`src/rtl/hex_scan_driver.sv`:
```
// Time-multiplexed N-digit hex driver for common-anode 7-segment banks on shared segment lines.
// Latency: seg/dig_en registered, one edge after the div_cnt/idx/value_q/blink_ph state they reflect.
// Backpressure: none; free-running scan, load captures value on any edge.
module hex_scan_driver #(
    parameter int NUM_DIGITS = 6,
    parameter int CLK_DIV    = 50000,
    parameter int BLINK_DIV  = 25000000
) (
    input  logic                    clock,
    input  logic                    resetn,
    input  logic [4*NUM_DIGITS-1:0] value,
    input  logic                    load,
    input  logic                    lz_blank,
    input  logic [NUM_DIGITS-1:0]   blink_mask,
    output logic [6:0]              seg,
    output logic [NUM_DIGITS-1:0]   dig_en
);
    localparam int IW = (NUM_DIGITS > 1) ? $clog2(NUM_DIGITS) : 1;
    localparam int DW = (CLK_DIV > 1) ? $clog2(CLK_DIV) : 1;
    localparam int BW = (BLINK_DIV > 1) ? $clog2(BLINK_DIV) : 1;

    logic [4*NUM_DIGITS-1:0] value_q;
    logic [DW-1:0]           div_cnt;
    logic [IW-1:0]           idx;
    logic [BW-1:0]           blink_cnt;
    logic                    blink_ph;

    logic [3:0]              cur_nib;
    logic                    cur_blink;
    logic                    cur_upper_zero;
    logic                    guard;
    logic                    blank;
    logic [6:0]              seg_n;
    logic [NUM_DIGITS-1:0]   den_n;

    function automatic logic [6:0] glyph(input logic [3:0] n);
        case (n)
            4'h0: glyph = 7'h40;
            4'h1: glyph = 7'h79;
            4'h2: glyph = 7'h24;
            4'h3: glyph = 7'h30;
            4'h4: glyph = 7'h19;
            4'h5: glyph = 7'h12;
            4'h6: glyph = 7'h02;
            4'h7: glyph = 7'h78;
            4'h8: glyph = 7'h00;
            4'h9: glyph = 7'h10;
            4'hA: glyph = 7'h08;
            4'hB: glyph = 7'h03;
            4'hC: glyph = 7'h46;
            4'hD: glyph = 7'h21;
            4'hE: glyph = 7'h06;
            default: glyph = 7'h0E;
        endcase
    endfunction

    // Leading-zero test: the current digit and every more-significant nibble must be zero.
    always_comb begin
        cur_nib        = 4'h0;
        cur_blink      = 1'b0;
        cur_upper_zero = 1'b1;
        for (int j = 0; j < NUM_DIGITS; j++) begin
            if (j == int'(idx)) begin
                cur_nib   = value_q[4*j +: 4];
                cur_blink = blink_mask[j];
            end
            if (j >= int'(idx) && value_q[4*j +: 4] != 4'h0) begin
                cur_upper_zero = 1'b0;
            end
        end
    end

    always_comb begin
        guard = (div_cnt == '0);
        blank = (lz_blank && cur_upper_zero && (idx != '0)) || (cur_blink && blink_ph);
        seg_n = (guard || blank) ? 7'h7F : glyph(cur_nib);
        den_n = '1;
        for (int j = 0; j < NUM_DIGITS; j++) begin
            if (!guard && j == int'(idx)) begin
                den_n[j] = 1'b0;
            end
        end
    end

    always_ff @(posedge clock or negedge resetn) begin
        if (!resetn) begin
            value_q   <= '0;
            div_cnt   <= '0;
            idx       <= '0;
            blink_cnt <= '0;
            blink_ph  <= 1'b0;
            seg       <= 7'h7F;
            dig_en    <= '1;
        end else begin
            if (load) begin
                value_q <= value;
            end
            if (div_cnt == DW'(CLK_DIV - 1)) begin
                div_cnt <= '0;
                idx     <= (idx == IW'(NUM_DIGITS - 1)) ? '0 : idx + 1'b1;
            end else begin
                div_cnt <= div_cnt + 1'b1;
            end
            if (blink_cnt == BW'(BLINK_DIV - 1)) begin
                blink_cnt <= '0;
                blink_ph  <= ~blink_ph;
            end else begin
                blink_cnt <= blink_cnt + 1'b1;
            end
            seg    <= seg_n;
            dig_en <= den_n;
        end
    end

endmodule

```
`config.mk`:
```
export PLATFORM = sky130hd
export DESIGN_NAME = hex_scan_driver
export DESIGN_NICKNAME = d
export VERILOG_FILES = /design/src/rtl/hex_scan_driver.sv
export SDC_FILE = /design/constraint.sdc
export NUM_CORES = 1
export LEC_CHECK = 0
export BUFFER_PORTS_ARGS = -buffer_cell sky130_fd_sc_hd__buf_4
export CORE_AREA = 2 2 106 108
export CTS_CLUSTER_DIAMETER = 40
export DETAILED_ROUTE_END_ITERATION = 8
export DIE_AREA = 0 0 108 110
export PLACE_DENSITY = 0.67
export SLEW_MARGIN = 10
export SYNTH_ARGS = -nofsm -noshare
export SYNTH_HDL_FRONTEND = slang
export SYNTH_SLANG_ARGS = --single-unit
```
`constraint.sdc`:
```
create_clock -name clock -period 3.3 [get_ports clock]
set_clock_uncertainty 0.05 [all_clocks]
set_input_delay 0 -clock clock [delete_from_list [all_inputs] [get_ports clock]]
set_output_delay 0 -clock clock [all_outputs]
set_load 0.1 [all_outputs]
```
==> metrics.csv <==
stage,metric,value,unit
routing,drt-initial-drc-count,183,
global_routing,grt_max_degree,83,
placed_design,placed_area,4630,sq um
setup_path,crit_path_start_kind,register,
synth,syn_inst,401,
power,p_switching,0.600,mW
die,io_pins,47,
power,leakagePower,2.26,nW
min_path,hold_depth,3,
setup_path,r2r_slack,410,ps
sta,fmax,346,MHz
sta,slew_viol_final,0,
job,maxCapViolCount,0,
sta,setup_viol,0,
sta,period_minus_slack,2890,ps
placed_design,pre_cts_ws,469,ps
placed_design,numPortBuffers,46,
setup_path,r2r-end,seg[4]$_DFF_PN1_,
power,swShare,28.1,%
synth,synth_area,4190,sq um
synth,synth_top_area_share,41.3,%
final_layout,final_nets,519,
final_layout,drive_gt1_share,23.5,%
setup_path,crit_fanout,11,
placed_design,place.gp.congestion,0.863,
routing,drc_errors,0,
synth,synth-main-ff-cell,dfrtp_1,
synth,yosysMostFrequentCell,dfrtp_1,
global_routing,grt-ovfl-total,0,
clock_tree,clock-sinks,82,
synth,yosysUniqueCellTypes,59,
sta,hold_viol_final,0,
clock_tree,clockRootBuffer,clkbuf_8,
global_routing,first_global_vias,3200,
routing,wl_per_cell,14.3,um
synth,ys_ff_latch,82,
min_path,min_from,load,
clock_tree,ctsResizeCount,0,
routing,drt_pass1_iterations,4,
synth,async_flop_share,100,%
min_path,min_to,value_q[9]$_DFFE_PN0P_,
routing,vias,3164,
sta,fin_ws,409,ps
setup_path,worstPathArrival,3130,ps
outcome,status,finished clean,
synth,synth_edf_count,0,
die,fp.dieW,108,um
power,p_seq_share,51.1,%
setup_path,crit_type,reg -> reg,
power,cellInternalPower,1.53,mW
routing,drtAntennaViolNets,0,
setup_path,endpoint_kind,register,
power,p_clk_share,33.6,%
synth,syn_avg_cell_area,10.4,sq um
clock_tree,cts_hold_buf,26,
die,dieArea,11900,sq um
final_layout,area_growth,21.5,%
die,fp.dieH,110,um
routing,wirelength,8830,um
global_routing,grt_use_total,16.2,%
synth,yosysSeqAreaShare,49.4,%
power,combPwrFrac,15.3,%
global_routing,antenna_found_initial,0,
clock_tree,clockBufferDepth,2,
synth,synth.area.top_cells,"dfrtp_1 41%, dfstp_2 8.2%, mux2_2 6.2%",
clock_tree,clock_latency,350,ps
sta,period_share,87.6,%
die,core_area,10700,sq um
global_routing,grt_first_pass_wirelength,15300,um
min_path,hp-class,in -> reg,
die,initial_core_util,39.1,%
setup_path,crit_required,3530,ps
power,peakVddDrop,0.000215,V
clock_tree,postCtsSetupBuffers,0,
sta,setup-tns-final,0,ps
power,power.density,419,nW/um^2
sta,worst_pin_slew,999,ps
sta,max_slew_margin,33.4,%
setup_path,r2r_start,idx[2]$_DFFE_PN0N_,
synth,synth_fp_nets,448,
final_layout,stdcell_area,5090,sq um
final_layout,antennaDiodeCount,0,
placed_design,hpwl,6250,um
synth,ys_warn_count,0,
synth,synth_top_area_cell,dfrtp_1,
sta,rsz0062_at_grt,false,
die,core.rowCount,38,
routing,vias_per_cell,5.13,
final_layout,postLayoutCoreUtil,47.5,%
clock_tree,cts_buffers,9,
synth,yosys-top-cells-count,"69 x dfrtp_1, 42 x nand2_1, 36 x nor2_1",
clock_tree,clk_pin_slew,90,ps
setup_path,rr_worst_depth,12,
clock_tree,cts_tree,done,
clock_tree,htree_num_levels,3,
power groups by stage:
stage                     registers (mW)  logic (mW)  clock network, mW
final                               1.09       0.325              0.716
after global routing                1.10       0.351              0.790
after CTS                           1.09       0.327              0.738
after detailed placement            1.11       0.302                  0
after global placement              1.11       0.298                  0
after floorplan                     1.21      0.0981                  0
worst max path at each step:
stage	start	end	slack, ps	cells after the start
floorplan	idx[2]$_DFFE_PN0N_	seg[4]$_DFF_PN1_	850	14
global placement	idx[2]$_DFFE_PN0N_	seg[4]$_DFF_PN1_	570	12
detailed placement	idx[2]$_DFFE_PN0N_	seg[4]$_DFF_PN1_	470	12
CTS	idx[2]$_DFFE_PN0N_	seg[4]$_DFF_PN1_	430	12
global route	idx[2]$_DFFE_PN0N_	seg[4]$_DFF_PN1_	130	12
finish	idx[2]$_DFFE_PN0N_	seg[4]$_DFF_PN1_	410	12
routing by layer:
metal | routed length (um) | global-route usage, % | part of all wire (%)
met1 | 4140 | 21.1 | 47
met2 | 4240 | 27.5 | 48
met3 | 337 | 3.23 | 3.8
met4 | 118 | 4.95 | 1.3
met5 | 0 | 0 | 0
registers in the layout (all words and copies together), names as in the netlist:
signal,flops
blink_ph,1
seg,7
dig_en,6
value_q,24
blink_cnt,25
idx,3
div_cnt,16
cell usage in the layout, fill, tap and decap left out, types with 2 or more instances in the layout:
master,Yosys,final
nand3b_1,2,2
mux2i_1,2,2
clkinvlp_4,0,2
xor2_1,19,19
or4_1,2,2
buf_4,1,47
nand2b_1,5,5
nor3_1,5,5
nand2_1,42,42
nand3_1,22,22
dfstp_2,13,13
nor4_1,7,7
a211o_1,3,3
nor2b_1,2,2
nor2_1,36,36
o211ai_1,2,2
a311oi_2,2,2
clkinv_4,0,2
or2_2,3,3
o21a_1,2,2
inv_1,14,14
xnor2_1,14,14
a211oi_1,2,2
nand4_1,5,5
ha_1,13,13
and3b_1,2,2
dlygate4sd3_1,0,26
and3_1,6,6
and2_1,3,3
nor4b_1,2,2
or3_1,2,2
nor4_4,3,3
o221ai_1,2,2
mux2_2,23,23
o21ai_1,3,3
o21ai_0,23,23
a21oi_1,12,12
clkbuf_8,0,9
dfrtp_1,69,69
kinds of logic (layout without fill, tap and decap cells):
kind of cell | count (synthesis) | count (layout) | share of synthesized area [%]
AO/OA/AOI/OAI | 65 | 65 | 10.1
XOR/XNOR | 33 | 33 | 6.91
adder cells (fa/ha/maj) | 13 | 13 | 3.89
buffers and inverters | 27 | 103 | 3.23
flip-flops | 82 | 82 | 49.4
multiplexers | 25 | 25 | 6.67
AND/OR/NAND/NOR | 156 | 156 | 19.8
stage by stage:
step	hold WS (ps)	total power, mW	std cells
after floorplan	-346	1.31	401
after global placement	172	1.41	575
after detailed placement	183	1.41	575
after CTS	10.7	2.16	617
after global routing	33.8	2.24	617
final	22.4	2.13	617
worst max-delay path: stages (launching register included):
cell and delay, ps:
dfrtp_1 490, inv_1 180, ha_1 370, nor2_1 140
a21boi_0 150, a221oi_1 330, o21a_1 280, inv_1 110
ha_1 220, inv_1 90, nor2_1 50, a211o_1 280
nand3_1 80
cell type report:
| type | count | area (sq um) |
|---|---|---|
| clock buffer | 10 | 128 |
| clock inverter | 6 | 67.6 |
| multi-input combinational | 292 | 1980 |
| fill | 983 | 5610 |
| inverter | 14 | 52.6 |
| tap | 140 | 175 |
| timing repair buffer | 73 | 613 |
| sequential | 82 | 2070 |
No activity file was read; power rests on OpenSTA's default activity.
